--- src/rtl/mul_sched_pkg.sv ---
// mul_sched_pkg: shared widths, state encoding and timer sizing for mul_scheduler
package mul_sched_pkg;
    localparam int OPW = 8;
    localparam int PRODW = 16;
    localparam int MULOUTW = 17;
    typedef enum logic [2:0] {IDLE, LOAD_M, LOAD_Q, WAIT, RESP} state_e;
    function automatic int timer_w(input int timeout);
        return $clog2(timeout);
    endfunction
endpackage

--- src/rtl/mul_scheduler_if.sv ---
// mul_scheduler_if: request, response and multiplier-side buses of the scheduler
interface mul_scheduler_if
    import mul_sched_pkg::*;
#(
    parameter int NREQ = 2,
    parameter int IDW = 1
);
    logic [NREQ-1:0] req_valid;
    logic [NREQ-1:0] req_ready;
    logic [OPW*NREQ-1:0] req_a;
    logic [OPW*NREQ-1:0] req_b;
    logic rsp_valid;
    logic rsp_ready;
    logic [IDW-1:0] rsp_id;
    logic [PRODW-1:0] rsp_prod;
    logic rsp_err;
    logic mul_bgn;
    logic [OPW-1:0] mul_inbus;
    logic mul_done;
    logic [MULOUTW-1:0] mul_outbus;
    modport master (
        input req_valid, req_a, req_b, rsp_ready, mul_done, mul_outbus,
        output req_ready, rsp_valid, rsp_id, rsp_prod, rsp_err, mul_bgn, mul_inbus
    );
    modport slave (
        output req_valid, req_a, req_b, rsp_ready, mul_done, mul_outbus,
        input req_ready, rsp_valid, rsp_id, rsp_prod, rsp_err, mul_bgn, mul_inbus
    );
endinterface

--- src/rtl/mul_scheduler_rr_arbiter.sv ---
// rr_arbiter: combinational round-robin pick, searching upward from ptr_i+1 with wrap
module rr_arbiter #(
    parameter int NREQ = 2,
    parameter int IDW = 1
) (
    input  logic [NREQ-1:0] req_i,
    input  logic [IDW-1:0]  ptr_i,
    input  logic            en_i,
    output logic [NREQ-1:0] gnt_o,
    output logic [IDW-1:0]  idx_o
);
    logic [IDW-1:0] c;
    logic hit;
    always_comb begin
        gnt_o = '0;
        idx_o = '0;
        hit = 1'b0;
        c = '0;
        for (int k = 1; k <= NREQ; k++) begin
            c = IDW'((int'(ptr_i) + k) % NREQ);
            if (en_i && !hit && req_i[c]) begin
                gnt_o[c] = 1'b1;
                idx_o = c;
                hit = 1'b1;
            end
        end
    end
endmodule

--- src/rtl/mul_scheduler.sv ---
// mul_scheduler: round-robin sharing of one Booth multiplier; loads a then b,
// waits for a fresh done edge (or timeout) and returns the product with the requester id.
module mul_scheduler
    import mul_sched_pkg::*;
#(
    parameter int NREQ = 2,
    parameter int IDW = 1,
    parameter int TIMEOUT = 64
) (
    input  logic clk,
    input  logic rst,
    mul_scheduler_if.master bus,
    output logic busy
);
    localparam int TW = timer_w(TIMEOUT);
    localparam logic [2:0] S_IDLE = IDLE;
    localparam logic [2:0] S_LOAD_M = LOAD_M;
    localparam logic [2:0] S_LOAD_Q = LOAD_Q;
    localparam logic [2:0] S_WAIT = WAIT;
    localparam logic [2:0] S_RESP = RESP;

    logic [2:0] state_q, state_d;
    logic [IDW-1:0] ptr_q, ptr_d, id_q, id_d, win;
    logic [OPW-1:0] a_q, a_d, b_q, b_d;
    logic [PRODW-1:0] prod_q, prod_d;
    logic err_q, err_d, done_q;
    logic [TW-1:0] timer_q, timer_d;
    logic [NREQ-1:0] gnt;
    logic done_rise, timeout;

    rr_arbiter #(.NREQ(NREQ), .IDW(IDW)) u_arb (
        .req_i(bus.req_valid),
        .ptr_i(ptr_q),
        .en_i(state_q == S_IDLE && !rst),
        .gnt_o(gnt),
        .idx_o(win)
    );

    // A done level left over from an earlier operation must not count as completion
    assign done_rise = bus.mul_done && !done_q;
    assign timeout = timer_q == TW'(TIMEOUT - 1);

    always_comb begin
        state_d = state_q;
        ptr_d = ptr_q;
        id_d = id_q;
        a_d = a_q;
        b_d = b_q;
        prod_d = prod_q;
        err_d = err_q;
        timer_d = state_q == S_WAIT ? timer_q + 1'b1 : '0;
        case (state_q)
            S_IDLE: if (|gnt) begin
                state_d = S_LOAD_M;
                ptr_d = win;
                id_d = win;
                a_d = bus.req_a[OPW*win +: OPW];
                b_d = bus.req_b[OPW*win +: OPW];
            end
            S_LOAD_M: state_d = S_LOAD_Q;
            S_LOAD_Q: state_d = S_WAIT;
            S_WAIT: if (done_rise || timeout) begin
                state_d = S_RESP;
                prod_d = done_rise ? bus.mul_outbus[PRODW-1:0] : '0;
                err_d = !done_rise;
            end
            S_RESP: state_d = bus.rsp_ready ? S_IDLE : S_RESP;
            default: state_d = S_IDLE;
        endcase
    end

    always_ff @(posedge clk or posedge rst) begin
        if (rst) begin
            state_q <= S_IDLE;
            ptr_q <= IDW'(NREQ - 1);
            id_q <= '0;
            a_q <= '0;
            b_q <= '0;
            prod_q <= '0;
            err_q <= 1'b0;
            timer_q <= '0;
            done_q <= 1'b0;
        end else begin
            state_q <= state_d;
            ptr_q <= ptr_d;
            id_q <= id_d;
            a_q <= a_d;
            b_q <= b_d;
            prod_q <= prod_d;
            err_q <= err_d;
            timer_q <= timer_d;
            done_q <= bus.mul_done;
        end
    end

    assign bus.req_ready = gnt;
    assign bus.rsp_valid = state_q == S_RESP;
    assign bus.rsp_id = id_q;
    assign bus.rsp_prod = prod_q;
    assign bus.rsp_err = err_q;
    assign bus.mul_bgn = state_q == S_LOAD_M;
    assign bus.mul_inbus = state_q == S_LOAD_M ? a_q : state_q == S_LOAD_Q ? b_q : '0;
    assign busy = state_q != S_IDLE;
endmodule

--- src/flat_wrapper.sv ---
// flat-port wrapper written by rule: the top's interface ports become plain ports
module mul_scheduler_flat import mul_sched_pkg::*;
#(
    parameter int NREQ = 2,
    parameter int IDW = 1,
    parameter int TIMEOUT = 64
)
  (clk, rst, busy, bus_req_valid, bus_req_a, bus_req_b, bus_rsp_ready, bus_mul_done, bus_mul_outbus, bus_req_ready, bus_rsp_valid, bus_rsp_id, bus_rsp_prod, bus_rsp_err, bus_mul_bgn, bus_mul_inbus);
  mul_scheduler_if #(.NREQ(NREQ), .IDW(IDW)) bus_i ();
  input  logic clk;
  input  logic rst;
  output logic busy;
  input wire logic [$bits(bus_i.req_valid)-1:0] bus_req_valid;
  input wire logic [$bits(bus_i.req_a)-1:0] bus_req_a;
  input wire logic [$bits(bus_i.req_b)-1:0] bus_req_b;
  input wire logic [$bits(bus_i.rsp_ready)-1:0] bus_rsp_ready;
  input wire logic [$bits(bus_i.mul_done)-1:0] bus_mul_done;
  input wire logic [$bits(bus_i.mul_outbus)-1:0] bus_mul_outbus;
  output wire logic [$bits(bus_i.req_ready)-1:0] bus_req_ready;
  output wire logic [$bits(bus_i.rsp_valid)-1:0] bus_rsp_valid;
  output wire logic [$bits(bus_i.rsp_id)-1:0] bus_rsp_id;
  output wire logic [$bits(bus_i.rsp_prod)-1:0] bus_rsp_prod;
  output wire logic [$bits(bus_i.rsp_err)-1:0] bus_rsp_err;
  output wire logic [$bits(bus_i.mul_bgn)-1:0] bus_mul_bgn;
  output wire logic [$bits(bus_i.mul_inbus)-1:0] bus_mul_inbus;
  assign bus_i.req_valid = bus_req_valid;
  assign bus_i.req_a = bus_req_a;
  assign bus_i.req_b = bus_req_b;
  assign bus_i.rsp_ready = bus_rsp_ready;
  assign bus_i.mul_done = bus_mul_done;
  assign bus_i.mul_outbus = bus_mul_outbus;
  assign bus_req_ready = bus_i.req_ready;
  assign bus_rsp_valid = bus_i.rsp_valid;
  assign bus_rsp_id = bus_i.rsp_id;
  assign bus_rsp_prod = bus_i.rsp_prod;
  assign bus_rsp_err = bus_i.rsp_err;
  assign bus_mul_bgn = bus_i.mul_bgn;
  assign bus_mul_inbus = bus_i.mul_inbus;
  mul_scheduler #(.NREQ(NREQ), .IDW(IDW), .TIMEOUT(TIMEOUT)) u_core (.clk(clk), .rst(rst), .bus(bus_i), .busy(busy));
endmodule
--- config.mk ---
export PLATFORM = sky130hd
export DESIGN_NAME = mul_scheduler_flat
export DESIGN_NICKNAME = d
export VERILOG_FILES = /design/src/rtl/mul_sched_pkg.sv /design/src/rtl/mul_scheduler_if.sv /design/src/rtl/mul_scheduler_rr_arbiter.sv /design/src/rtl/mul_scheduler.sv /design/src/flat_wrapper.sv
export SDC_FILE = /design/constraint.sdc
export NUM_CORES = 1
export LEC_CHECK = 0
export CAP_MARGIN = 15
export CORE_UTILIZATION = 44
export DETAILED_ROUTE_END_ITERATION = 8
export PLACE_DENSITY = 0.88
export SYNTH_ARGS = -nofsm -noshare
export SYNTH_HDL_FRONTEND = slang
export SYNTH_SLANG_ARGS = --single-unit
--- constraint.sdc ---
create_clock -name clk -period 2.4 [get_ports clk]
set_clock_uncertainty 0.15 [all_clocks]
set_input_delay 0.24 -clock clk [delete_from_list [all_inputs] [get_ports clk]]
set_output_delay 0.24 -clock clk [all_outputs]
set_load 0.05 [all_outputs]
# Yosys cells after proc, flatten, opt, wreduce, memory -nomap -nowiden
# Cells that the tools add are included.
word_totals:
  ff_bits: 45
  latch_bits: 0
  mem_bits_rw: 0
  romBits: 0
  in_bits: 55
  output_inout_bits: 31
  wordCells: 65
  mem_count: 0
classes:
  add_sub_neg: 3
  multipliers: 0
  div: 0
  magnitude_cmp: 4
  eq_ne: 7
  n_shift: 2
  muxes: 21
  bitwise: 1
  reduce_logical: 18
ops:
  columns: ["cell", "n"]
  rows:
  - ["16-bit by 5-bit indexed part select with 8-bit output", 2]
  - ["16-bit two-way mux", 1]
  - ["8-bit two-way mux", 2]
  - ["3-bit one-hot mux with 5 select lines", 1]
  - ["1-bit two-way mux", 9]
  - ["3-bit two-way mux", 3]
  - ["1-bit logical AND", 7]
  - ["6-bit by 1-bit adder with 6-bit output, second input constant", 1]
  - ["3-bit by 2-bit equality test with 1-bit output, second input constant", 2]
  - ["6-bit equality test, second input constant", 1]
  - ["6-bit two-way mux", 1]
  - ["2-bit AND reduction", 3]
  - ["1-bit zero test", 4]
  - ["1-bit by 2-bit less-than comparator with 1-bit output, second input constant", 2]
  - ["2-bit two-way mux", 2]
  - ["2-bit inequality test, second input constant", 2]
  - ["3-bit by 1-bit equality test with 1-bit output, second input constant", 1]
  - ["3-bit equality test, second input constant", 1]
  - ["3-bit zero test", 1]
  - ["3-bit nonzero test", 1]
  - ["1-bit adder, second input constant", 2]
  - ["1-bit demux with 1-bit select", 2]
  - ["1-bit >= comparator, second input constant", 2]
  - ["2-bit bitwise OR", 1]
  - ["2 further kinds", 2]

# Logic depth before layout (Yosys ltp)
logic_depth:
  ltp_word: 12
  mapped_depth: 7
  ltp_nobuf: 4

# Modules after synthesis
# A second synthesis with hierarchy kept.
unflattened:
  cells_unflattened: 205
  area_unflattened_um2: 2341.0
modules_own_cells:
  columns: ["mod", "n_inst", "cells_per_inst", "area_each_um2", "seq_area_each_um2"]
  rows:
  - ["mul_scheduler", 1, 199, 2314.7, 1127.3]
  - ["rr_arbiter", 1, 6, 26.3, 0.0]

# Worst setup path before layout
# OpenSTA, ideal clock, no wires.
synth_path:
  path_type: "register -> register"
  from: "register u_core.state_q[1]"
  to: "register u_core.state_q[2]"
  setup_time_ns: 0.069
  t_arrival_ns: 1.971
  t_required_ns: 2.181
  setup_slack_ns: 0.210
  path_stages_with_launch: 4
  path_buffers: 1
  synth_period_minus_slack_ns: 2.190
  path_cell_list: "dfrtp_1 > buf_2 > nor3b_1 > a211o_1"
synth_between:
  elab_cells_between_ends: 19
  classes_between: "eq/ne (6); mux (4); bitwise (1); reduce/logical (8)"
synth_lines:
  columns: ["item", "line_no", "source"]
  rows:
  - ["start, declared", "mul_scheduler.sv:22", "logic [2:0] state_q, state_d;"]
  - ["start signal, assigned", "mul_scheduler.sv:84", "state_q <= state_d;"]
  - ["3-bit equality test", null, null]
  - ["via bus_rsp_valid", "flat_wrapper.sv:20", "output wire logic [$bits(bus_i.rsp_valid)-1:0] bus_rsp_valid;"]
  - ["3-bit one-hot mux with 5 select lines", "mul_scheduler.sv:52", "case (state_q)"]
# The timed path passes the listed nets, and every way through them passes these cells.
# A chain may end at the register's enable or synchronous reset.

# Final worst setup path
layout_path:
  from: "register u_core.state_q[0]"
  to: "output busy"
layout_between:
  elab_chain_cells: 1
layout_rtl:
  columns: ["item", "line_no", "source"]
  rows:
  - ["3-bit nonzero test", "mul_scheduler.sv:103", "assign busy = state_q != S_IDLE;"]
  - ["end, declared", "flat_wrapper.sv:12", "output logic busy;"]
# Every way passes these cells.

==> summary.md <==
Setup repair after global routing left no endpoint under its margin. From synthesis to final layout, the design area changed by 51.0%. The tools report the final global-route overflow total as 0. The run gives 0 as the total count of max-transition violations in the final report. Share of the clock period used by the worst path: 97.4%. OpenSTA, run right after detailed placement, puts the worst setup slack at 0.290 ns. The fraction of final layout cells sized beyond drive strength 1 is 23.3%. The share of Yosys cell area claimed by the top area cell type was 49.1%; the max-slew headroom at the worst pin was 55.4%. The number of enable flip-flop cells after synthesis came out at 0.

The worst hold path belongs to the class in2async. At the end of routability-driven placement, the weighted congestion stood at 0.784. The via count of the first global-routing pass is 1,923. The run gives 50.3% as the share of the yosys chip area belonging to registers. The category of the worst setup path launch point is a register. The count of cells in the finished layout, fillers not included, comes to 359. The HPWL after detailed placement is 3.94 mm.

In the routed layout, each cell is associated on average with a via count of 5.15. For this design the static power due to leakage is 1.44 nW. The core region is 4820 um^2.

The routed design has 5.44 mm of wire. The logs give 5 for the number of buffers inserted during clock tree synthesis and 1.95 ns for the arrival time of data at the critical path endpoint. Dividing the synthesized area by the synthesized cell count gives 11.0 um^2. During synthesis, Yosys emitted a total of 0 warnings. The number of buffer cells added on primary ports was 84; the worst-margin pin slew was 0.669 ns.

The tree built by TritonCTS fans out to 45 sinks. Post-route minimum period: 2.34 ns. The worst-case IR drop observed on VDD is 957 uV. The worst register-to-register path begins at u_core.state_q[0].

Across every metal layer, demand over resource in global routing totals 21.5%. In this run the count of I/O pins placed on the die edge is 86. For this run, the post-layout net count is 347. The clock tree synthesis step divided the H-tree into 2 levels. Critical path endpoint category: a primary output. In the synthesized netlist the dominant register cell turns out to be dfrtp_1. The logs give 260 for the net count after synthesis and 2.01 ns for the data required time of the worst path. For this run, design rule violations remaining after detail routing come to 0. The cell area that synthesis handed to floorplanning was 2240 um^2.

In this run the register-to-register setup slack is 0.48 ns. The highest net fanout along the worst path was 10; the cell count after placement was 351. The first global-routing pass estimated 8.69 mm of wire. In the final routed layout, each cell accounts on average for 15.2 um. The sequential cell area is 1130 um^2, and the achievable clock frequency is 0.428 GHz.

The source-to-sink clock delay at the later pin of the worst-skew pair came out at 0.30 ns. The run finished with clean final reports. Summing over every cut layer, the via total after detailed routing is 1,848. The number of antenna violations at the first check in global routing is 0, and the clock transition at the registers of the reported paths is 0.08 ns. The maximum number of pins on one net before global-route repair was 22; the count of max-cap constraint violations was 0. The clock passes through at most 2 buffers.

The count of nets left with antenna violations once routing finished came out at 0. By area the synthesized netlist is led by dfrtp_1 49%, mux2_2 16%, o31ai_1 5.4%. For the synthesized instance count, the log shows 204. Counting flops with an async set or reset pin after synthesis yields a share of 100%. The initialized floorplan defines 25 standard-cell rows.

The area of the multi-input gates was 962 um^2; the register bit total from synthesis was 45. From left edge to right edge, the die measures 73.4 um. The worst setup path is of the reg2out kind.

After clock tree synthesis, the repair step resized 0 gates. dfrtp_1 takes more of the synthesized area than any other cell. TritonCTS built the clock tree. 0 antenna diodes ended up in the layout. The initial core utilization is 46.6%, and the die boundary height is 73.4 um.

For the number of hold-slack violations in the final timing report, the log shows 0. The tools report the number of buffers added for setup after CTS as 0. Endpoint of the lowest-slack register-to-register path: u_core.b_q[0]. For this design, the CTS-stage hold fixing added 0 buffers.

Setup violations remaining at the end of the flow were counted as 0. The area of the die was 5390 um^2; the final worst-path setup slack was 0.0613 ns. The tools report the filler cell count as 349. For the post-layout utilization of the core, the log shows 70.3%.

The root buffer cell chosen for the clock tree is clkbuf_8. After synthesis, the netlist uses 38 different library cells. For this design the ratio of total power to cell area is 1250 nW/um^2.

The first detailed-routing pass took 4 iterations. The count of routing violations after the opening detailed-route iteration came out at 123. Path depth of the worst reg2reg path: 4.

The tools report the sum of negative setup slack as 0 ns.
==> per-stage QoR <==
step	power, mW	instance area [um^2]	hold WS (ns)
CTS	4.25	3390	0.253
finish	4.23	3390	0.247
global route	4.44	3390	0.288
global placement	3.59	3270	0.322
detailed placement	3.65	3270	0.341
floorplan	2.75	2240	0.121
==> layer usage <==
| layer | wire length (um) | track usage (%) | vias up |
|---|---|---|---|
| li1 | - | - | 887 |
| met1 | 2150 | 24.7 | 877 |
| met2 | 2800 | 38.6 | 79 |
| met3 | 456 | 5.62 | 5 |
| met4 | 36 | 7.48 | 0 |
| met5 | 0 | 0 | - |
==> cells by family after synthesis <==
logic type | Yosys count | synth area share (%)
mux | 32 | 16.1
buf+inv | 34 | 6.86
fa+ha+maj | 1 | 0.558
simple gates | 51 | 12.5
compound gates | 38 | 12.6
flops | 45 | 50.3
xor+xnor | 3 | 1.17
==> cells in the final DEF, fill, tap and decap left out, drive strengths merged, types with 2 or more instances in the layout <==
| cell | netlist | final |
|---|---|---|
| clkdlybuf4s50 | 0 | 72 |
| dfrtp | 44 | 44 |
| mux2 | 32 | 32 |
| buf | 9 | 22 |
| inv | 20 | 20 |
| nand3 | 19 | 19 |
| o31ai | 16 | 16 |
| nor2 | 13 | 13 |
| a22oi | 8 | 8 |
| clkbuf | 5 | 7 |
| nor2b | 3 | 3 |
| and2 | 3 | 3 |
| nand2 | 3 | 3 |
| o21bai | 3 | 3 |
| a21oi | 3 | 3 |
| a31oi | 2 | 2 |
| xor2 | 2 | 2 |
| nor3 | 2 | 2 |
| or3 | 2 | 2 |
==> power breakdown <==
| group | leakage [nW] | switching (mW) | internal (mW) | total, mW |
|---|---|---|---|---|
| combinational | 0.825 | 1.35 | 0.996 | 2.34 |
| clock | 0.0585 | 0.250 | 0.339 | 0.589 |
| sequential | 0.557 | 0.218 | 1.08 | 1.30 |
==> area by class of cell <==
type | instances | share of cell area (%)
Clock buffer | 7 | 2.55
Clock inverter | 1 | 0.886
Inverter | 20 | 2.22
Multi-Input combinational cell | 125 | 28.4
Sequential cell | 45 | 33.3
Tap cell | 67 | 2.47
Timing Repair Buffer | 94 | 30.2
==> sequential cells by signal (all words and copies together) (netlist names) <==
signal / flops
u_core.b_q: 8
u_core.done_q: 1
u_core.ptr_q: 1
u_core.state_q: 3
u_core.bus.rsp_prod: 16
u_core.a_q: 8
u_core.timer_q: 6
u_core.bus.rsp_id: 1
u_core.bus.rsp_err: 1
==> synth_stat cells (all sizes together) (2+ instances only) <==
library cell	n
xor2	2
buf	9
nand3	19
nor2b	3
nand2	3
and2	3
nor3	2
o21bai	3
a31oi	2
nor2	13
dfrtp	44
a21oi	3
inv	20
or3	2
a22oi	8
o31ai	16
clkbuf	5
mux2	32
==> worst max-delay path: stages, from the launching register on <==
cell	delay, ns
dfrtp_1	0.48
or3_4	0.44
clkdlybuf4s50_1	0.73
==> worst max-delay path by stage <==
stage	endpoint	depth (start not counted)	slack [ns]	from
floorplan	u_core.state_q[2]	3	0.21	u_core.state_q[1]
global placement	u_core.a_q[4]	5	0.34	bus_req_valid[1]
detailed placement	u_core.a_q[1]	5	0.29	bus_req_valid[1]
CTS	busy	2	0.05	u_core.state_q[0]
global route	busy	2	0.01	u_core.state_q[0]
finish	busy	2	0.06	u_core.state_q[0]
No activity file was read; power rests on OpenSTA's default activity.
